==> src/rtl/stdout_uart_tx.sv <==
// Brainfuck core output stage: captures stdout bytes into a FIFO and
// serialises them as 8N1 UART frames with cts_n flow control.
module stdout_uart_tx #(
  parameter int CLKS_PER_BIT = 104,
  parameter int FIFO_DEPTH   = 16,
  parameter int CNT_WIDTH    = 5
) (
  input  logic                 clk,
  input  logic                 reset,
  input  logic [7:0]           stdout_data,
  input  logic                 stdout_en,
  input  logic                 cts_n,
  output logic                 cpu_en,
  output logic                 tx,
  output logic                 busy,
  output logic                 overflow,
  output logic [CNT_WIDTH-1:0] fifo_count
);

  localparam int PW = $clog2(FIFO_DEPTH);
  localparam int BW = (CLKS_PER_BIT > 2) ? $clog2(CLKS_PER_BIT) : 1;

  typedef enum logic [1:0] {
    IDLE,
    START,
    DATA,
    STOP
  } state_t;

  logic [7:0]           mem [FIFO_DEPTH];
  logic [PW-1:0]        wr_ptr;
  logic [PW-1:0]        rd_ptr;
  logic [CNT_WIDTH-1:0] count;
  logic                 prev_en;
  logic                 capture;
  logic                 full;
  logic                 wr;
  logic                 pop;
  logic                 can_start;
  logic                 last_baud;

  state_t               state;
  state_t               state_n;
  logic [BW-1:0]        baud;
  logic [BW-1:0]        baud_n;
  logic [2:0]           bit_idx;
  logic [2:0]           bit_n;
  logic [7:0]           shreg;
  logic [7:0]           shreg_n;
  logic                 tx_r;
  logic                 tx_n;

  // Only the rising edge counts: a halted core may hold stdout_en high.
  assign capture   = stdout_en && !prev_en;
  assign full      = count == CNT_WIDTH'(FIFO_DEPTH);
  assign wr        = capture && !full;
  assign can_start = (count != '0) && !cts_n;
  assign last_baud = baud == BW'(CLKS_PER_BIT - 1);

  assign cpu_en     = count < CNT_WIDTH'(FIFO_DEPTH - 1);
  assign busy       = (state != IDLE) || (count != '0);
  assign fifo_count = count;
  assign tx         = tx_r;

  always_ff @(posedge clk) begin
    if (wr) mem[wr_ptr] <= stdout_data;
  end

  always_ff @(posedge clk) begin
    if (reset) begin
      prev_en  <= 1'b0;
      overflow <= 1'b0;
      wr_ptr   <= '0;
      rd_ptr   <= '0;
      count    <= '0;
    end else begin
      prev_en <= stdout_en;
      if (capture && full) overflow <= 1'b1;
      if (wr) wr_ptr <= wr_ptr + 1'b1;
      if (pop) rd_ptr <= rd_ptr + 1'b1;
      if (wr && !pop) count <= count + 1'b1;
      else if (pop && !wr) count <= count - 1'b1;
    end
  end

  always_ff @(posedge clk) begin
    if (reset) begin
      state   <= IDLE;
      baud    <= '0;
      bit_idx <= '0;
      shreg   <= '0;
      tx_r    <= 1'b1;
    end else begin
      state   <= state_n;
      baud    <= baud_n;
      bit_idx <= bit_n;
      shreg   <= shreg_n;
      tx_r    <= tx_n;
    end
  end

  always_comb begin
    state_n = state;
    baud_n  = baud + 1'b1;
    bit_n   = bit_idx;
    shreg_n = shreg;
    tx_n    = tx_r;
    pop     = 1'b0;
    unique case (state)
      IDLE: begin
        baud_n = '0;
        tx_n   = 1'b1;
        if (can_start) begin
          pop     = 1'b1;
          shreg_n = mem[rd_ptr];
          tx_n    = 1'b0;
          state_n = START;
        end
      end
      START: begin
        if (last_baud) begin
          baud_n  = '0;
          bit_n   = '0;
          tx_n    = shreg[0];
          state_n = DATA;
        end
      end
      DATA: begin
        if (last_baud) begin
          baud_n = '0;
          if (bit_idx == 3'd7) begin
            tx_n    = 1'b1;
            state_n = STOP;
          end else begin
            shreg_n = shreg >> 1;
            tx_n    = shreg[1];
            bit_n   = bit_idx + 3'd1;
          end
        end
      end
      STOP: begin
        if (last_baud) begin
          baud_n = '0;
          // Chain straight into the next start bit when data is waiting.
          if (can_start) begin
            pop     = 1'b1;
            shreg_n = mem[rd_ptr];
            tx_n    = 1'b0;
            state_n = START;
          end else begin
            state_n = IDLE;
          end
        end
      end
      default: state_n = IDLE;
    endcase
  end

endmodule
==> config.mk <==
export PLATFORM = sky130hd
export DESIGN_NAME = stdout_uart_tx
export DESIGN_NICKNAME = d
export VERILOG_FILES = /design/src/rtl/stdout_uart_tx.sv
export SDC_FILE = /design/constraint.sdc
export NUM_CORES = 1
export LEC_CHECK = 0
export CAP_MARGIN = 20
export CORE_MARGIN = 2
export CORE_UTILIZATION = 30
export DETAILED_ROUTE_END_ITERATION = 7
export GPL_ROUTABILITY_DRIVEN = 1
export GPL_TIMING_DRIVEN = 0
export PLACE_DENSITY = 0.56
export SLEW_MARGIN = 20
export SYNTH_ARGS = -nofsm -noshare
export SYNTH_HDL_FRONTEND = slang
export SYNTH_SLANG_ARGS = --single-unit
==> constraint.sdc <==
create_clock -name clk -period 9.6 [get_ports clk]
set_input_delay 2.88 -clock clk [delete_from_list [all_inputs] [get_ports clk]]
set_output_delay 2.88 -clock clk [all_outputs]
set_load 0.01 [all_outputs]
After elaboration in Yosys (flattened, before gate mapping) --
Memories as Yosys holds them, arrays and structs flattened. A register that Yosys moved wholly into a read port is not among the register bits. Cells that the tools add are included. W data, S select, Z words.
Cells by class: add/subtract/negate cells 6, $mul 0, div/mod/pow operators 0, $lt $le $gt $ge 1, equal/unequal tests 13, shift operators 0, mux-type cells 34, bitwise gates (word level) 0, reduce and logical (&&, ||, !) cells 23
Operators with widths (count):
- $mux W8 | 4
- $pmux W8 S3 | 1
- $ne A2 B2 Y1 const B | 7
- $pmux W7 S2 | 1
- $reduce_and A4 Y1 | 3
- $mux W1 | 11
- $mux W2 | 5
- $mux W5 | 2
- $mux W3 | 3
- $add A4 B1 Y4 const B | 2
- $mux W4 | 2
- $pmux W2 S4 | 1
- $add A7 B1 Y7 const B | 1
- $eq A7 B7 Y1 const B | 1
- $mux W7 | 1
- $logic_and A1 B1 Y1 | 6
- $pmux W3 S2 | 1
- $reduce_bool A2 Y1 | 3
- $add A5 B1 Y5 const B | 1
- $eq A5 B5 Y1 const B | 1
- $logic_not A1 Y1 | 5
- $lt A5 B4 Y1 const B | 1
- $reduce_and A5 Y1 | 1
- $reduce_bool A5 Y1 | 1
- other kinds (11) | 12
Storage, ports and cells: register bits 36, bits in latches 0, bits in writable memories 128, bits in read-only memories 0, input port bits 12, output and inout bits 9, word-level logic and storage cells 88, memories kept 1
Memories:
- mem | depth 16, bits a word 8, read ports 1, clocked after Yosys merged registers in 1, wr ports 1, line 30 | logic [7:0] mem [FIFO_DEPTH];

Longest topological paths before layout --
Gate-level depths: netlist of the first run.
depth in word-level cells 8, mapped depth 13, depth with buffers taken out 13

Worst setup path after synthesis of the first run --
Ideal clock, no wire load.
path type input-to-reg, start input port cts_n, end register count[4], in the netlist fifo_count[4], library setup time 0.121 ns, arrival 5.146 ns, required time 9.479 ns, slack 4.334 ns, cell stages on the path 11, buffers on the path 0, cell sequence a21o_1 -> nor3_1 -> inv_1 -> ha_1 -> inv_1 -> ha_1 -> nor2b_1 -> o21a_1 -> or3_1 -> a21oi_1 -> mux2_2
On the way: cells in the longest elaborated chain, start to end 8, elaborated cells between the ends (all ways) 10, those cells by class 4 x mux; 6 x reduce/logical
RTL lines:
- start, declared | line 12 | input logic cts_n,
- $logic_not A1 Y1 (*) | line 57 | assign can_start = (count != '0) && !cts_n;
- $logic_and A1 B1 Y1 (*) | line 57
- $mux W1 (*) | line 113, 145
- $mux W1 | line 142 | if (last_baud) begin
- $pmux W1 S2 (*) | line 109 | unique case (state)
- $logic_not A1 Y1 | line 81 | if (wr && !pop) count <= count + 1'b1;
- $logic_and A1 B1 Y1 | line 81
- $mux W5 / $reduce_bool A2 Y1 (equally long branches)
- end signal, assigned | line 81
- end signal, assigned | line 82 | else if (pop && !wr) count <= count - 1'b1;
- end, declared | line 33 | logic [CNT_WIDTH-1:0] count;
Mark *: on every way between the ends. The rest lies on a longest branch, timed or not. A chain may end at the register's enable or synchronous reset.

Final worst setup path of the first run --
Same ends and word-level chain as after synthesis.

==> results of run 1 <==
[where the power goes]
part           internal, mW  leakage [nW]  total, mW  switching, mW
Clock                 0.417         0.297      0.717          0.300
Combinational         0.188         0.845      0.407          0.220
Sequential            0.827          1.48      0.862         0.0352
Total                  1.43          2.62       1.99          0.555
[flip-flops by register name, indices dropped and copies added (netlist names), named ones only]
| register | flops |
|---|---|
| state | 2 |
| mem | 128 |
| tx | 1 |
| fifo_count | 5 |
| bit_idx | 3 |
| overflow | 1 |
| prev_en | 1 |
| shreg | 8 |
| baud | 7 |
| wr_ptr | 4 |
| rd_ptr | 4 |
[through the flow]
stage / worst slack, ns / utilization [%] / total power, mW
after floorplan: 4.334 / - / 1.163
after global placement: 3.657 / 32.95 / 1.267
after detailed placement: 3.595 / 33.14 / 1.286
after CTS: 4.023 / 35.85 / 2.001
after global routing: 3.819 / 35.85 / 2.087
final: 4.021 / 35.85 / 1.987
[kinds of logic after synthesis]
kind of cell	after synthesis	synth area share (%)
buffers and inverters	33	2.143
adders and majority gates	19	3.559
xor gates and xnor gates	13	1.652
DFF	168	67.41
and+or+nand+nor	104	7.318
muxes	42	11.95
AOI/OAI and AO/OA	61	5.974
[cell usage after synthesis, types with 2 or more instances]
| cell | instances |
|---|---|
| nor2_1 | 52 |
| mux2i_1 | 8 |
| a22oi_1 | 12 |
| a211oi_1 | 10 |
| mux2_2 | 2 |
| mux4_2 | 32 |
| xnor2_1 | 6 |
| nand3_1 | 7 |
| edfxtp_1 | 128 |
| nor3_1 | 7 |
| nand2b_1 | 3 |
| nand4_1 | 5 |
| buf_1 | 4 |
| o21a_1 | 2 |
| nor2b_1 | 7 |
| buf_4 | 3 |
| xor2_1 | 7 |
| ha_1 | 18 |
| o21ai_0 | 2 |
| clkbuf_1 | 8 |
| a21oi_1 | 22 |
| dfxtp_1 | 40 |
| buf_2 | 4 |
| inv_1 | 13 |
| or3_1 | 2 |
| nand2_1 | 12 |
| a41oi_1 | 2 |
[worst max-delay path: cells and delay by family]
kind	cells	cell delay, ns
multiplexers	1	0.34
adder cells (fa/ha/maj)	2	0.53
AND/OR/NAND/NOR	3	0.91
buffers and inverters	3	0.66
AO/OA/AOI/OAI	3	0.56
[worst min-delay path by stage]
stage | endpoint | cells after the start | slack [ns] | startpoint
floorplan | baud[0] | 1 | 0.42 | baud[0]
global placement | baud[0] | 1 | 0.43 | baud[0]
detailed placement | baud[0] | 1 | 0.46 | baud[0]
CTS | baud[0] | 1 | 0.46 | baud[0]
global route | baud[0] | 1 | 0.49 | baud[0]
finish | baud[0] | 1 | 0.46 | baud[0]
[final cells by class]
type,count,share of cell area [%]
Clock inverter,14,2.273
Inverter,13,0.6030
Buffer,20,1.221
Timing Repair Buffer,22,2.628
Tap cell,285,4.406
Multi-Input combinational cell,239,26.18
Clock buffer,18,5.303
Sequential cell,168,57.39
[routing by layer]
layer	routed length (µm)	global-route usage (%)	share of wire, %
met5	0	0	0
met1	6899	17.92	47
met4	253	4.631	1.7
met2	6895	20.40	47
met3	609	3.250	4.2
==> metrics.md, run 1 <==
| Metric | Value |
|---|---|
| Status | `finished clean` |
| Core area | `22570 µm²` |
| Pleak | `2.623 nW` |
| Multi-input logic area | `2118 µm²` |
| Clk pin slew, worst setup/hold paths | `0.06 ns` |
| Share of the synthesized area in the top cell type | `55.78%` |
| Cell Chain, Critical Path | `clkdlybuf4s50_1 > a21o_1 > nor3_1 > inv_1 > ha_1 > inv_1 > ha_1 > nor2b_1 > o21a_1 > or3_1 > a21oi_1 > mux2_2` |
| Slowest-stage cell, CP | `nor3_1` |
| Largest net degree at the start of global routing | `17` |
| Hold WC Path Type | `reg2reg` |
| Cts-stage hold buffer count | `0` |
| Worst-skew pair later-pin latency | `0.43 ns` |
| Vias in the first global route | `3977` |
| FF-to-FF End | `fifo_count[4]` |
| Crit Reg-Reg Startpoint | `baud[0]` |
| Design area | `8093 µm²` |
| Worst EP arrival | `5.89 ns` |
| Setup Fix Bufs, Post-CTS | `0` |
| FILL cells | `2121` |
| Antenna violations before repair | `0` |
| FP Rows | `55` |
| Setup violators final | `0` |
| Via Count | `3805` |
| Largest fanout on the critical path | `4` |
| Async SR Flop Fraction | `0%` |
| Crit path kind | `in2reg` |
| Worst Setup End Kind | `register` |
| Nets@finish | `512` |
| Syn_nets | `471` |
| Post-synth EDFFs | `128` |
| Synthesized instance count | `440` |
| Area Growth Syn to Fin | `17.45%` |
| Sequential cell area | `4644 µm²` |
| Slowest stage delay, CP | `0.47 ns` |
| First-pass GRT wire length | `23.41 mm` |
| Finished Layout Cells | `779` |
| CTS tree | `done` |
| Deepest clock path buffer count | `2` |
| Yosys top cell by area | `edfxtp_1` |
| CTS Root Cell | `clkbuf_16` |
| Synth cell types | `49` |
| Starting Density | `30.53%` |
| R2R Setup Slk | `6.09 ns` |
| Die Wd | `155.6 µm` |
| Highest Clock Rate | `179.2 MHz` |
| Worst slew pin tran | `1.013 ns` |
| Worst rel slew slack | `32.21%` |
| Num Clock Sinks | `168` |
| CTS-repair resized insts | `0` |
| Yosys reg bits | `168` |
| GRT Total Usage | `13.10%` |
| Most area-consuming cells after synthesis | `edfxtp_1 (56%), dfxtp_1 (12%), mux4_2 (10%), ha_1 (3.3%), nor2_1 (2.8%)` |
| HPWL after detailed placement | `9.778 mm` |
| Final min period | `5.579 ns` |
| Register-to-Register Path Depth | `13` |
| Final hold vios | `0` |
| CP endpoint | `fifo_count[4]` |
| Die Height | `155.6 µm` |
| Most common library cell in the layout ignoring fill and taps | `edfxtp_1` |
| Htree depth | `4` |
| Tcrit/Tclk final | `58.11%` |
| Num CTS Buffers | `17` |
| Worst IR Drop VDD | `0.0001613 V` |
| CP Launch Point | `cts_n` |
| Max_cap viols | `0` |
| Total wire length | `14.66 mm` |
| DRC errors left | `0` |
| Antenna violation net count after detailed routing | `0` |
| Vias per cell | `4.884` |
| Antenna cells | `0` |
| Final RePlAce weighted congestion | `0.7892` |
| GR Overflow Total | `0` |
| Top FF cell, synth | `edfxtp_1` |
| Req. time, crit path | `9.91 ns` |
| Buffers on Ports | `19` |
| Startpoint Class | `input pin` |
| Seq/Total Area, Yosys | `67.41%` |
| Most frequent cells in the layout | `edfxtp_1 (128), nor2_1 (52), dfxtp_1 (40)` |
| Placed cell area | `7480 µm²` |
| Initial DRT Pass Iterations | `4` |
| Pins Over Slew Limit | `0` |
| Pwr/cell area | `245.5 nW/µm²` |
| Syn. warnings | `0` |
| Die area | `24200 µm²` |
| Avg Inst Size Synth | `15.66 µm²` |
| Num ports | `21` |
| Placed insts | `747` |
| Drt wl/cell | `18.82 µm` |
| Starting DRT DRC Count | `314` |
| Layout cell share with drive strength beyond 1 | `17.41%` |
| Unrepaired setup endpoints after global routing | `no` |
| Hold Slack | `0.4575 ns` |
| Synthesized cell area | `6890 µm²` |
| Layout Skew | `0.01683 ns` |
| Setup Total Neg Slack | `0 ns` |
No activity file was read; power rests on OpenSTA's default activity.
==> run 2: changes to the inputs <==
--- a/config.mk
+++ b/config.mk
@@ -11,7 +11,7 @@
 export DETAILED_ROUTE_END_ITERATION = 7
 export GPL_ROUTABILITY_DRIVEN = 1
 export GPL_TIMING_DRIVEN = 0
-export PLACE_DENSITY = 0.56
+export PLACE_DENSITY = 0.57
 export SLEW_MARGIN = 20
 export SYNTH_ARGS = -nofsm -noshare
 export SYNTH_HDL_FRONTEND = slang
==> constraint.sdc (replaced) <==
create_clock -name clk -period 5.05 [get_ports clk]
set_input_delay 1.515 -clock clk [delete_from_list [all_inputs] [get_ports clk]]
set_output_delay 1.515 -clock clk [all_outputs]
set_load 0.01 [all_outputs]
==> run 2 against run 1 <==
Net effect:
- combinational power increased by 92%
- global-route usage is 0.50 points lower
- first-iteration DRC count grew 11%
- cell count grew 0.13%
- critical path type unchanged
- critical endpoint unchanged
- highest routed layer unchanged
==> metrics.md, run 2 (synthesis results as in run 1) <==
| Metric | Value |
|---|---|
| Worst Setup End Kind | `register` |
| Layout Skew | `0.01318 ns` |
| Antenna cells | `0` |
| Nets@finish | `513` |
| Worst rel slew slack | `29.93%` |
| GRT Total Usage | `12.61%` |
| Die area | `24200 µm²` |
| Num ports | `21` |
| Die Wd | `155.6 µm` |
| Max reg flops | `128` |
| Final RePlAce weighted congestion | `0.8037` |
| Total power | `3.703 mW` |
| Finished Layout Cells | `780` |
| HPWL after detailed placement | `9.707 mm` |
| Clk pin slew, worst setup/hold paths | `0.07 ns` |
| Highest Clock Rate | `236.6 MHz` |
| Via Count | `3834` |
| Initial DRT Pass Iterations | `4` |
| Req. time, crit path | `5.36 ns` |
| Pins Over Slew Limit | `0` |
| Core area | `22570 µm²` |
| Buffers on Ports | `19` |
| Total wire length | `14.47 mm` |
| Drt wl/cell | `18.55 µm` |
| Startpoint Class | `input pin` |
| Starting Density | `30.53%` |
| Sequential cell area | `4644 µm²` |
| Htree depth | `4` |
| Largest fanout on the critical path | `4` |
| Setup WS post-layout | `0.8234 ns` |
| Cts-stage hold buffer count | `0` |
| FILL cells | `2157` |
| Status | `finished clean` |
| Antenna violations before repair | `0` |
| CTS Root Cell | `clkbuf_16` |
| Tcrit/Tclk final | `83.70%` |
| Die Height | `155.6 µm` |
| Unrepaired setup endpoints after global routing | `no` |
| CP Launch Point | `cts_n` |
| Layout cell share with drive strength beyond 1 | `17.58%` |
| CTS-repair resized insts | `0` |
| Deepest clock path buffer count | `2` |
| Crit path kind | `in2reg` |
| Setup Fix Bufs, Post-CTS | `0` |
| FP Rows | `55` |
| Worst-skew pair later-pin latency | `0.43 ns` |
| Multi-input logic area | `2118 µm²` |
| Final Util | `35.78%` |
| Pleak | `2.614 nW` |
| Num CTS Buffers | `17` |
| First-pass GRT wire length | `22.31 mm` |
| Pwr/cell area | `458.5 nW/µm²` |
| Worst EP arrival | `4.54 ns` |
| Antenna violation net count after detailed routing | `0` |
| CTS tree | `done` |
| Most frequent cells in the layout | `edfxtp_1 (128), nor2_1 (52), dfxtp_1 (40)` |
| Most common library cell in the layout ignoring fill and taps | `edfxtp_1` |
| Pre-CTS worst setup slack | `0.3902 ns` |
| Final hold vios | `0` |
| DRC errors left | `0` |
| Num Clock Sinks | `168` |
| Hold Slack | `0.4623 ns` |
| Design area | `8077 µm²` |
| Max_cap viols | `0` |
| Hold WC Path Type | `reg2reg` |
| Reg with most FFs | `mem` |
| Min-delay src | `baud[0]` |
| GR Overflow Total | `0` |
| Vias per cell | `4.915` |
| Placed insts | `748` |
| Starting DRT DRC Count | `350` |
| Setup Total Neg Slack | `0 ns` |
| Vias in the first global route | `3905` |
| Placed cell area | `7495 µm²` |
| Crit Reg-Reg Startpoint | `baud[0]` |
| Worst IR Drop VDD | `0.0002328 V` |
| Area Growth Syn to Fin | `17.21%` |
| Worst slew pin tran | `1.047 ns` |
| Setup violators final | `0` |
| Largest net degree at the start of global routing | `18` |
| Largest regs | `mem: 128 flops, shreg: 8 flops, baud: 7 flops` |
| Final min period | `4.227 ns` |
==> run 2: worst max-delay path, cell delays in order <==
cell and delay, ns:
clkdlybuf4s50_1 0.42, a21o_1 0.21, nor3_1 0.47, inv_1 0.09
ha_1 0.28, inv_1 0.14, ha_1 0.26, nor2b_1 0.14
o21a_1 0.18, or3_1 0.32, a21oi_1 0.17, mux2_2 0.34
==> run 2: worst paths after layout <==
kind	depth (start not counted)	end	slack [ns]
setup / recovery	12	fifo_count[4]	0.82
hold / removal	1	baud[0]	0.46
setup reg to reg	13	fifo_count[4]	1.51
hold reg to reg	1	baud[0]	0.46
==> run 2: area by class of cell <==
cell class                      count  area share, %
Clock buffer                       17          5.267
Multi-Input combinational cell    239          26.23
Timing Repair Buffer               23          2.820
Tap cell                          285          4.415
Inverter                           13         0.6042
Sequential cell                   168          57.51
Clock inverter                     15          1.936
Buffer                             20          1.224
==> run 2: where the power goes <==
part | switching [mW] | internal, mW
Combinational | 0.422 | 0.358
Sequential | 0.0635 | 1.57
Clock | 0.588 | 0.700
Total | 1.07 | 2.63
==> run 2: layer usage <==
| metal | part of all wire [%] | global-route usage, % | up-vias |
|---|---|---|---|
| met3 | 5.1 | 3.139 | 18 |
| li1 | - | - | 1786 |
| met2 | 49 | 21.03 | 91 |
| met5 | 0 | 0 | - |
| met1 | 45 | 16.33 | 1939 |
| met4 | 1.3 | 3.713 | 0 |
